## config.mk

```make
export PLATFORM = sky130hd
export DESIGN_NAME = rf_writeback_queue
export DESIGN_NICKNAME = d
export VERILOG_FILES = /design/src/rtl/rf_writeback_queue.sv
export SDC_FILE = /design/constraint.sdc
export NUM_CORES = 1
export LEC_CHECK = 0
export CAP_MARGIN = 40
export CORE_AREA = 8 8 121 123
export CTS_CLUSTER_DIAMETER = 40
export DETAILED_ROUTE_END_ITERATION = 10
export DIE_AREA = 0 0 129 131
export PLACE_DENSITY = 0.75
export SYNTH_ARGS = -nofsm -noshare
export SYNTH_HDL_FRONTEND = slang
export SYNTH_SLANG_ARGS = --single-unit
```

## constraint.sdc

```tcl
create_clock -name clk -period 2.95 [get_ports clk]
set_clock_uncertainty 0.15 [all_clocks]
set_input_delay 0.7375 -clock clk [delete_from_list [all_inputs] [get_ports clk]]
set_output_delay 0.7375 -clock clk [all_outputs]
set_load 0.02 [all_outputs]
```

## src/rtl/rf_writeback_queue.sv

```systemverilog
// Writeback FIFO feeding the register file's single write port; decode reads win, writes drain in idle slots.
// Optional: define RF_WBQ_COALESCE_EN to merge a push into the youngest entry when it targets the same register.
module rf_writeback_queue #(
   parameter int RF_ADDRESS_WIDTH = 5,
   parameter int DATA_WIDTH       = 16,
   parameter int DEPTH            = 4,
   parameter int MAX_STALL        = 3
) (
   input  logic                           clk,
   input  logic                           rst,
   input  logic                           push_valid,
   output logic                           push_ready,
   input  logic [RF_ADDRESS_WIDTH-1:0]    push_rd,
   input  logic [DATA_WIDTH-1:0]          push_data,
   input  logic                           rd_req,
   output logic                           rf_we,
   output logic [RF_ADDRESS_WIDTH-1:0]    rf_rd,
   output logic [DATA_WIDTH-1:0]          rf_data,
   output logic                           rd_grant,
   output logic [2**RF_ADDRESS_WIDTH-1:0] pending_mask,
   output logic [$clog2(DEPTH):0]         count,
   output logic                           full,
   output logic                           empty
);

   localparam int PTR_W   = $clog2(DEPTH);
   localparam int CNT_W   = PTR_W + 1;
   localparam int STALL_W = $clog2(MAX_STALL + 1);

   logic [RF_ADDRESS_WIDTH-1:0] rd_mem   [DEPTH];
   logic [DATA_WIDTH-1:0]       data_mem [DEPTH];
   logic [PTR_W-1:0]            head, tail, last;
   logic [STALL_W-1:0]          stall_cnt;
   logic                        pop, accept, alloc, coalesce;

   assign full     = (count == CNT_W'(DEPTH));
   assign empty    = (count == '0);
   assign last     = tail - PTR_W'(1);
   assign pop      = !empty && (!rd_req || stall_cnt == STALL_W'(MAX_STALL));
   assign rd_grant = rd_req && !pop;

`ifdef RF_WBQ_COALESCE_EN
   // Merging into an entry that is leaving this cycle would lose the data, so allocate instead.
   assign coalesce = !empty && (push_rd != '0) && (rd_mem[last] == push_rd)
                     && !(pop && count == CNT_W'(1));
`else
   assign coalesce = 1'b0;
`endif

   assign push_ready = !full || coalesce;
   assign accept     = push_valid && push_ready && (push_rd != '0);
   assign alloc      = accept && !coalesce;

   // NOTE: storage is not reset; validity comes from head/count, so stale contents are never observed.
   always_ff @(posedge clk) begin
      if (alloc) begin
         rd_mem[tail]   <= push_rd;
         data_mem[tail] <= push_data;
      end else if (accept) begin
         data_mem[last] <= push_data;
      end
   end

   always_ff @(posedge clk) begin
      if (rst) begin
         head      <= '0;
         tail      <= '0;
         count     <= '0;
         stall_cnt <= '0;
         rf_we     <= 1'b0;
         rf_rd     <= '0;
         rf_data   <= '0;
      end else begin
         if (alloc) tail <= tail + PTR_W'(1);
         if (pop)   head <= head + PTR_W'(1);
         count <= count + CNT_W'(alloc) - CNT_W'(pop);

         if (empty || pop)
            stall_cnt <= '0;
         else if (rd_req && stall_cnt != STALL_W'(MAX_STALL))
            stall_cnt <= stall_cnt + STALL_W'(1);

         rf_we <= pop;
         if (pop) begin
            rf_rd   <= rd_mem[head];
            rf_data <= data_mem[head];
         end
      end
   end

   // NOTE: defaulting the whole mask first keeps this block free of inferred latches.
   always_comb begin
      pending_mask = '0;
      for (int i = 0; i < DEPTH; i++) begin
         if (CNT_W'(i) < count)
            pending_mask[rd_mem[head + PTR_W'(i)]] = 1'b1;
      end
      if (rf_we)
         pending_mask[rf_rd] = 1'b1;
   end

endmodule

```

==> results_dict.tcl <==
set metrics [dict create \
    status "finished, violations left" \
    violations "negative setup slack" \
    crit_fanout 7 \
    syn_avg_cell_area_um2 12.0 \
    synth_seq_area_share_pct 51.0 \
    period_share_pct 115 \
    fin_cells 934 \
    diodes 0 \
    cts_buffer_depth 2 \
    wire_per_inst_um 23.7 \
    grt-ovfl-total 0 \
    synth_edf_count 84 \
    htreeDepth 4 \
    grt_max_degree 23 \
    grt_pass1_wl_um 32700 \
    hold_violations 0 \
    io_pins 86 \
    finalPower_mw 8.87 \
    rows 42 \
    dp_hpwl_um 14900 \
    fin_hold_ws_ns 0.305 \
    core-area_mm2 0.0129 \
    multi_input_area_mm2 0.00315 \
    relSlewSlack_pct 60.9 \
    die_area_mm2 0.0169 \
    cts_buffers 17 \
    maxCapViolCount 0 \
    drv_slew 0 \
    synthArstFlopShare_pct 0 \
    tns_ns -10.74 \
    vdd_drop_max_v 0.000716 \
    seq_area_mm2 0.00319 \
    via_per_inst 6.07 \
    rsz0062_at_grt "yes" \
    finalCoreUtilization_pct 74.0 \
    placed_cells 852 \
    root_buffer "clkbuf_16" \
    final_nets 780 \
    cpPeakStageDelay_ns 0.59 \
    insertion_delay_ns 0.41 \
    grt_pass1_vias 5833 \
    cpMostUsedCell "buf_6" \
    clkTransAtPathRegs_ns 0.06 \
    critPathKind "register to output pin" \
    n_fill_cell 815 \
    drc 0 \
    fmax_ghz 0.296 \
    setup_viol 32 \
    ys_seq_elements 117 \
    fin_ws_ns -0.431 \
    drive_gt1_share_pct 45.6 \
    required_ns 2.06 \
    cts_sinks 117 \
    worst_pin_slew_ns 0.584 \
    die_h_um 131 \
    start_util_pct 48.5 \
    drt_wl_total_um 22100 \
    dr.pass1.iters 5 \
    syn_nets 556 \
    io_buffers 85 \
    crit_chain "buf_8 -> mux4_2 -> buf_6 -> and4bb_2 -> buf_6 -> a22oi_2 -> nand4_1 -> buf_6" \
    synth_cell_types 45 \
    synth_ff_type "edfxtp_1" \
    syn_area_mm2 0.00625 \
    worst_path_max_delay_cell "mux4_2" \
    cts_tree "done" \
    drtAntennaViolNets 0 \
    crit_arrival_ns 2.49 \
    cp-end-kind "output pin" \
    min_path_type "register to register" \
    p_per_area_mw_per_mm2 931 \
    grt.total_usage_pct 26.0 \
    startpoint_type "register" \
    p_leak_nw 3.70 \
    synth_cells 521 \
    final.min_clock_period_ns 3.38 \
    place.gp.congestion 0.972 \
    yosysWarningCount 0 \
    antenna_found_initial 0 \
    die_x_um 129 \
    vias 5665 \
    drtIter0Drc 586 \
    areaGrowthSynthToFinish_pct 52.5 \
]
registers in the layout, summed over array words and instances (netlist names), named ones only:
signal	cells
rf_we	1
stall_cnt	2
rd_mem	20
data_mem	64
tail	2
rf_rd	5
head	2
rf_data	16
count	3
metal layers:
metal | vias to the layer above | share of wire (%) | GRT usage [%]
li1 | 2470 | - | -
met1 | 2802 | 37 | 28.5
met2 | 323 | 52 | 47.0
met3 | 70 | 6.2 | 5.19
met4 | 0 | 4.3 | 13.3
met5 | - | 0 | 0
worst max-delay path: cells and delay by family (launching register included):
kind / cells / cell delay, ns
compound gates: 1 / 0.06
buf+inv: 4 / 0.55
flops: 1 / 0.38
mux: 1 / 0.59
simple gates: 2 / 0.49
area by class of cell:
class / count / share of cell area [%]
well taps: 176 / 2.31
multi-input cells: 351 / 33.0
repair buffers: 248 / 24.3
inverters: 10 / 0.394
clock buffers: 18 / 4.61
clock inverters: 14 / 1.85
flip-flops and latches: 117 / 33.5
final timing paths:
| path | slack [ns] | endpoint | depth (start not counted) | from |
|---|---|---|---|---|
| setup / recovery | -0.43 | pending_mask[6] | 8 | head[0] |
| hold / removal | 0.30 | stall_cnt[0] | 1 | stall_cnt[0] |
| setup reg to reg | 0.24 | count[2] | 12 | count[2] |
| hold reg to reg | 0.30 | stall_cnt[0] | 1 | stall_cnt[0] |
Yosys cell counts (4+ instances only):
| cell | count | area, µm² |
|---|---|---|
| edfxtp_1 | 84 | 2520 |
| ha_1 | 9 | 113 |
| buf_2 | 7 | 35.0 |
| clkbuf_1 | 24 | 90.1 |
| inv_1 | 10 | 37.5 |
| and4b_1 | 5 | 50.1 |
| a21oi_1 | 22 | 110 |
| buf_1 | 5 | 18.8 |
| nor2_1 | 17 | 63.8 |
| dfxtp_1 | 33 | 661 |
| a22oi_1 | 30 | 225 |
| and2_1 | 10 | 62.6 |
| mux4_1 | 4 | 105 |
| nand3_1 | 63 | 315 |
| nand2_1 | 64 | 240 |
| mux4_2 | 32 | 721 |
| nor2b_1 | 17 | 106 |
| nand4_1 | 23 | 144 |
| a32oi_1 | 15 | 131 |
through the flow:
| step | instance area (µm²) | setup slack (ns) |
|---|---|---|
| after detailed placement | 8000 | -0.537 |
| after floorplan | 6250 | 0.0949 |
| after global placement | 8000 | -0.470 |
| after global routing | 9530 | -0.511 |
| final | 9530 | -0.431 |
| after CTS | 9140 | -0.439 |
cells in the final DEF, fill, tap and decap left out, types with 10 or more instances in the layout:
cell type / synthesis / routed
a21oi_1: 22 / 22
a22oi_1: 30 / 11
a22oi_2: 0 / 19
a32oi_1: 15 / 10
buf_4: 3 / 123
buf_6: 3 / 65
clkbuf_16: 0 / 17
clkdlybuf4s50_1: 0 / 46
dfxtp_1: 33 / 30
edfxtp_1: 84 / 84
mux4_2: 32 / 36
nand2_1: 64 / 63
nand3_1: 63 / 46
nand3_2: 0 / 17
nand4_1: 23 / 23
nor2_1: 17 / 13
kinds of logic after synthesis:
group / count (synthesis) / synth area share [%]
compound gates: 68 / 7.63
xor+xnor: 4 / 0.561
fa+ha+maj: 10 / 2.12
buf+inv: 53 / 4.13
flops: 117 / 51.0
mux: 36 / 13.2
simple gates: 233 / 21.4
what timing repair did:
action,in CTS,in global routing
setup buffers,38,20
endpoints found under the setup margin,36,35
hold buffers,0,0
gates resized for setup,259,64
pin swaps,47,38
where the power goes:
part	switching (mW)	internal, mW	total [mW]
Combinational	2.35	2.20	4.55
Sequential	0.174	2.02	2.20
Clock	0.766	1.36	2.12
Note: power is estimated with default switching activity, not from simulation.
